`src/rtl/bw_seq_divider.sv`:
```
`default_nettype none
// ============================================================================
// Module      : bw_seq_divider
// Description : Sequential signed restoring divider (2N-bit dividend, N-bit
//               divisor). Works on magnitudes MSB first, then applies the
//               operand signs in a final fix-up cycle. Inverse of the
//               Baugh-Wooley multiplier; also usable as a small signed divider.
// Revision    : 1.0 - initial release
// ============================================================================
module bw_seq_divider #(
  parameter int N = 4
) (
  input  logic             clk,
  input  logic             rst_n,
  input  logic             start,
  input  logic [2*N-1:0]   dividend,
  input  logic [N-1:0]     divisor,
  output logic             busy,
  output logic             done,
  output logic [2*N-1:0]   quotient,
  output logic [N-1:0]     remainder,
  output logic             exact,
  output logic             div_by_zero,
  output logic             overflow
);

  localparam int CNT_W = (2 * N > 1) ? $clog2(2 * N) : 1;
  localparam logic [CNT_W-1:0] LAST_STEP = CNT_W'(2 * N - 1);
  localparam logic [2*N-1:0]   MOST_NEG  = {1'b1, {(2*N-1){1'b0}}};

  localparam logic [1:0] IDLE = 2'd0;
  localparam logic [1:0] CALC = 2'd1;
  localparam logic [1:0] FIX  = 2'd2;

  logic [1:0]       state;
  logic [2*N-1:0]   dvd_mag;    // dividend magnitude, consumed MSB first
  logic [N-1:0]     dvs_mag;    // divisor magnitude
  logic [N:0]       part_rem;   // partial remainder
  logic [2*N-1:0]   quo_sh;     // quotient magnitude being built
  logic [CNT_W-1:0] count;
  logic             neg_quo;    // operand signs differ
  logic             neg_rem;    // dividend negative
  logic             dz_pend;
  logic             ovf_pend;

  logic [N:0]       shifted;
  logic [N+1:0]     diff;

  // One restoring step: shift in next dividend bit and trial-subtract divisor
  always_comb begin
    shifted = {part_rem[N-1:0], dvd_mag[2*N-1]};
    diff    = {1'b0, shifted} - {2'b00, dvs_mag};
  end

  // Control FSM and datapath registers
  always_ff @(posedge clk or negedge rst_n) begin
    if (!rst_n) begin
      state       <= IDLE;
      dvd_mag     <= '0;
      dvs_mag     <= '0;
      part_rem    <= '0;
      quo_sh      <= '0;
      count       <= '0;
      neg_quo     <= 1'b0;
      neg_rem     <= 1'b0;
      dz_pend     <= 1'b0;
      ovf_pend    <= 1'b0;
      busy        <= 1'b0;
      done        <= 1'b0;
      quotient    <= '0;
      remainder   <= '0;
      exact       <= 1'b0;
      div_by_zero <= 1'b0;
      overflow    <= 1'b0;
    end else begin
      done <= 1'b0;
      case (state)
        IDLE: begin
          // busy is still high during the done cycle; start is ignored there
          if (busy) begin
            busy <= 1'b0;
          end else if (start) begin
            neg_quo     <= dividend[2*N-1] ^ divisor[N-1];
            neg_rem     <= dividend[2*N-1];
            dvd_mag     <= dividend[2*N-1] ? -dividend : dividend;
            dvs_mag     <= divisor[N-1] ? -divisor : divisor;
            part_rem    <= '0;
            quo_sh      <= '0;
            count       <= '0;
            dz_pend     <= (divisor == '0);
            ovf_pend    <= (dividend == MOST_NEG) && (divisor == '1);
            busy        <= 1'b1;
            exact       <= 1'b0;
            div_by_zero <= 1'b0;
            overflow    <= 1'b0;
            state       <= (divisor == '0) ? FIX : CALC;
          end
        end

        CALC: begin
          part_rem <= diff[N+1] ? shifted : diff[N:0];
          quo_sh   <= {quo_sh[2*N-2:0], ~diff[N+1]};
          dvd_mag  <= {dvd_mag[2*N-2:0], 1'b0};
          count    <= count + CNT_W'(1);
          if (count == LAST_STEP) begin
            state <= FIX;
          end
        end

        FIX: begin
          if (dz_pend) begin
            quotient    <= '0;
            remainder   <= '0;
            exact       <= 1'b0;
            div_by_zero <= 1'b1;
            overflow    <= 1'b0;
          end else begin
            // Magnitude remainder is below |divisor| so it fits in N bits
            quotient    <= neg_quo ? -quo_sh : quo_sh;
            remainder   <= neg_rem ? -part_rem[N-1:0] : part_rem[N-1:0];
            exact       <= (part_rem == '0);
            div_by_zero <= 1'b0;
            overflow    <= ovf_pend;
          end
          done  <= 1'b1;
          state <= IDLE;
        end

        default: begin
          state <= IDLE;
          busy  <= 1'b0;
        end
      endcase
    end
  end

endmodule
`default_nettype wire
```
`config.mk`:
```
export PLATFORM = sky130hd
export DESIGN_NAME = bw_seq_divider
export DESIGN_NICKNAME = d
export VERILOG_FILES = /design/src/rtl/bw_seq_divider.sv
export SDC_FILE = /design/constraint.sdc
export NUM_CORES = 1
export LEC_CHECK = 0
export ABC_AREA = 1
export CORE_MARGIN = 2
export CORE_UTILIZATION = 30
export CTS_CLUSTER_DIAMETER = 80
export CTS_CLUSTER_SIZE = 20
export DETAILED_ROUTE_END_ITERATION = 7
export GPL_TIMING_DRIVEN = 1
export HOLD_SLACK_MARGIN = 0.03
export SETUP_SLACK_MARGIN = 0.5
export SLEW_MARGIN = 30
export SYNTH_ARGS = -nofsm -noshare
export SYNTH_HDL_FRONTEND = slang
export SYNTH_SLANG_ARGS = --single-unit
export TNS_END_PERCENT = 100
```
`constraint.sdc`:
```
create_clock -name clk -period 2 [get_ports clk]
set_input_delay 0.6 -clock clk [delete_from_list [all_inputs] [get_ports clk]]
set_output_delay 0.6 -clock clk [all_outputs]
set_load 0.005 [all_outputs]
```
==> flow_metrics.env <==
export IMPL_dieArea_um2=10100
export IMPL_antenna_cells=0
export IMPL_wl_met3_um=288
export IMPL_worstHoldPathType="in2async"
export IMPL_cts_buffer_depth=2
export IMPL_antenna_found_initial=0
export IMPL_peakVddDrop_mv=0.411
export IMPL_cp_top_family="adder cells"
export IMPL_cp_required_ns=2.21
export IMPL_insertion_delay_ns=0.31
export IMPL_ys_types=32
export IMPL_firstDrtPassIters=4
export IMPL_startpoint_type="flip-flop"
export IMPL_wirelength_mm=6.49
export IMPL_routedWlPerCell_um=12.2
export IMPL_nets=449
export IMPL_crit_path_end_kind="flip-flop"
export IMPL_slew_violations=0
export IMPL_drtIter0Drc=88
export IMPL_yosys_warnings=0
export IMPL_final_util_pct=40.2
export IMPL_grt_pass1_wl_mm=10.7
export IMPL_tns_ns=0
export IMPL_design_portCount=32
export IMPL_max_slew_worst_pin_slew_ns=0.384
export IMPL_place_congestion=0.840
export IMPL_cts_max_level=2
export IMPL_power_density_nw_per_um2=1480
export IMPL_final_common_cell="nand2_1"
export IMPL_crit_fanout=3
export IMPL_place_area_um2=3260
export IMPL_status="complete, no violations"
export IMPL_path_clk_slew_ns=0.09
export IMPL_drc=0
export IMPL_grt_use_total_pct=13.4
export IMPL_synth_seq_cells=51
export IMPL_worst_path_max_delay_cell="dfrtp_1"
export IMPL_coreArea_um2=9150
export IMPL_port_buffers=31
export IMPL_drv_cap=0
export IMPL_die_h_um=101
export IMPL_leakagePower_nw=1.86
export IMPL_synth_seq_area_share_pct=45.6
export IMPL_ant_nets=0
export IMPL_rsz0062_at_grt="yes"
export IMPL_syn2layout_area_growth_pct=31.5
export IMPL_postSynthAreaPerCell_um2=7.88
export IMPL_initial_core_util_pct=30.6
export IMPL_path_buf_inv=2
export IMPL_crit_path_cell_trace="inv_2 -> ha_4 -> inv_2 -> fa_2 -> xnor2_1 -> nand2_1 -> nand3_1 -> nand2_1"
export IMPL_crit_arrival_ns=1.68
export IMPL_cts_tree="done"
export IMPL_syn_nets=385
export IMPL_die_x_um=101
export IMPL_drive_gt1_share_pct=23.9
export IMPL_crit_type="reg2reg"
export IMPL_viasPerCell=4.71
export IMPL_hpwl_mm=4.41
export IMPL_setup_viol_count_final=0
export IMPL_design_area_um2=3680
export IMPL_syn_area_um2=2800
export IMPL_grt_pass1_vias=2320
export IMPL_period_share_pct=73.4
export IMPL_n_fill_cell=927
export IMPL_overflow=0
export IMPL_cts_root_buf="clkbuf_8"
export IMPL_fmax_mhz=681
export IMPL_grt_max_degree=52
export IMPL_cpPeakStageDelay_ns=0.40
export IMPL_hold_violations=0
export IMPL_wl_met1_mm=3.07
export IMPL_via_count=2497
export IMPL_top_layer_used="met4"
export IMPL_mostFrequentLayoutCells="nand2_1 (87), dfrtp_1 (50), inv_1 (40)"
export IMPL_cts_hold_buffers=0
export IMPL_relSlewSlack_pct=74.2
export IMPL_cts_inserted_buffers=5
export IMPL_routed_wl_met2_mm=3.04
export IMPL_cts_sinks=51
export IMPL_num_rows=35
export IMPL_clock_skew_ns=0.00796
export IMPL_fin_crit_ns=1.47
export IMPL_netlist_instances=355
-- logic make-up (layout without fill, tap and decap cells) --
| group | after synthesis | after routing | synth area share, % |
|---|---|---|---|
| xor gates and xnor gates | 3 | 3 | 0.940 |
| adders and majority gates | 15 | 15 | 6.98 |
| and+or+nand+nor | 163 | 163 | 24.3 |
| AOI/OAI and AO/OA | 64 | 65 | 13.2 |
| DFF | 51 | 51 | 45.6 |
| buffers and inverters | 59 | 122 | 8.95 |
-- stage by stage --
step                setup WS [ns]  std cells  hold slack (ns)  power (mW)
floorplan                   0.558        355            0.304        3.40
global placement           0.0687        497            0.459        4.09
detailed placement         0.0444        497            0.466        4.15
CTS                         0.468        522            0.277        5.17
global route                0.453        530            0.280        5.98
finish                      0.532        530            0.263        5.44
-- what timing repair did --
item / in CTS / in global routing
resized for setup: 94 / 29
pin swaps: 8 / 12
buffers inserted: 17 / 8
gates cloned: 1 / 0
setup endpoints to repair: 58 / 45
-- power breakdown --
| part | total (mW) | internal [mW] | switching, mW |
|---|---|---|---|
| clock network | 0.705 | 0.366 | 0.339 |
| registers | 1.70 | 1.42 | 0.274 |
| logic | 3.04 | 1.34 | 1.70 |
| total | 5.44 | 3.13 | 2.31 |
-- layout make-up --
class                      count  area, µm²  area share, %
tap                          111        139           3.78
sequential                    51       1280           34.7
clock inverter                 2       37.5           1.02
inverter                      51        200           5.44
clock buffer                   5       68.8           1.87
multi-input combinational    246       1450           39.5
timing repair buffer          64        502           13.6
-- per-layer routing --
layer | track usage (%) | vias to the layer above
met4 | 4.95 | 0
li1 | - | 1281
met2 | 21.9 | 50
met5 | 0 | -
met3 | 2.50 | 8
met1 | 17.7 | 1158
-- cell usage after synthesis, drive strengths merged --
cell type / count / area (µm²)
o31ai: 1 / 7.51
o21ai: 36 / 191
dfrtp: 51 / 1280
fa: 1 / 20.0
a21oi: 13 / 65.1
xnor2: 2 / 17.5
buf: 7 / 50.0
a22o: 2 / 17.5
nand3: 34 / 175
inv: 49 / 184
ha: 14 / 175
clkinv: 2 / 12.5
o22ai: 8 / 56.3
o211ai: 2 / 15.0
nand2: 93 / 354
clkbuf: 1 / 3.75
nand4: 4 / 25.0
xor2: 1 / 8.76
nor3: 3 / 15.0
nor2: 29 / 111
o21a: 2 / 15.0
-- flip-flops by register name, indices dropped and copies added (netlist names) --
name / flops
count: 3
done: 1
div_by_zero: 1
busy: 1
quotient: 8
dvd_mag: 8
quo_sh: 8
neg_quo: 1
state: 2
ovf_pend: 1
overflow: 1
dz_pend: 1
dvs_mag: 4
remainder: 4
neg_rem: 1
part_rem: 5
exact: 1
-- worst paths after layout --
check	start	end	slack (ns)	cells after the start
min in group clk	quotient[5]	quotient[5]	0.48	2
min reg2reg	quotient[5]	quotient[5]	0.48	2
max in group asynchronous	rst_n	part_rem[2]	1.49	2
max reg2reg	dvd_mag[7]	part_rem[2]	0.53	8
min	rst_n	dvs_mag[2]	0.26	2
max	dvd_mag[7]	part_rem[2]	0.53	8
-- worst reg2reg max path, stage by stage (launching register included) --
cell and delay, ns:
dfrtp_1 0.40, inv_2 0.08, ha_4 0.13, inv_2 0.05, fa_2 0.37, xnor2_1 0.17, nand2_1 0.07, nand3_1 0.06
nand2_1 0.05
Power figures use the tool's default switching activity.
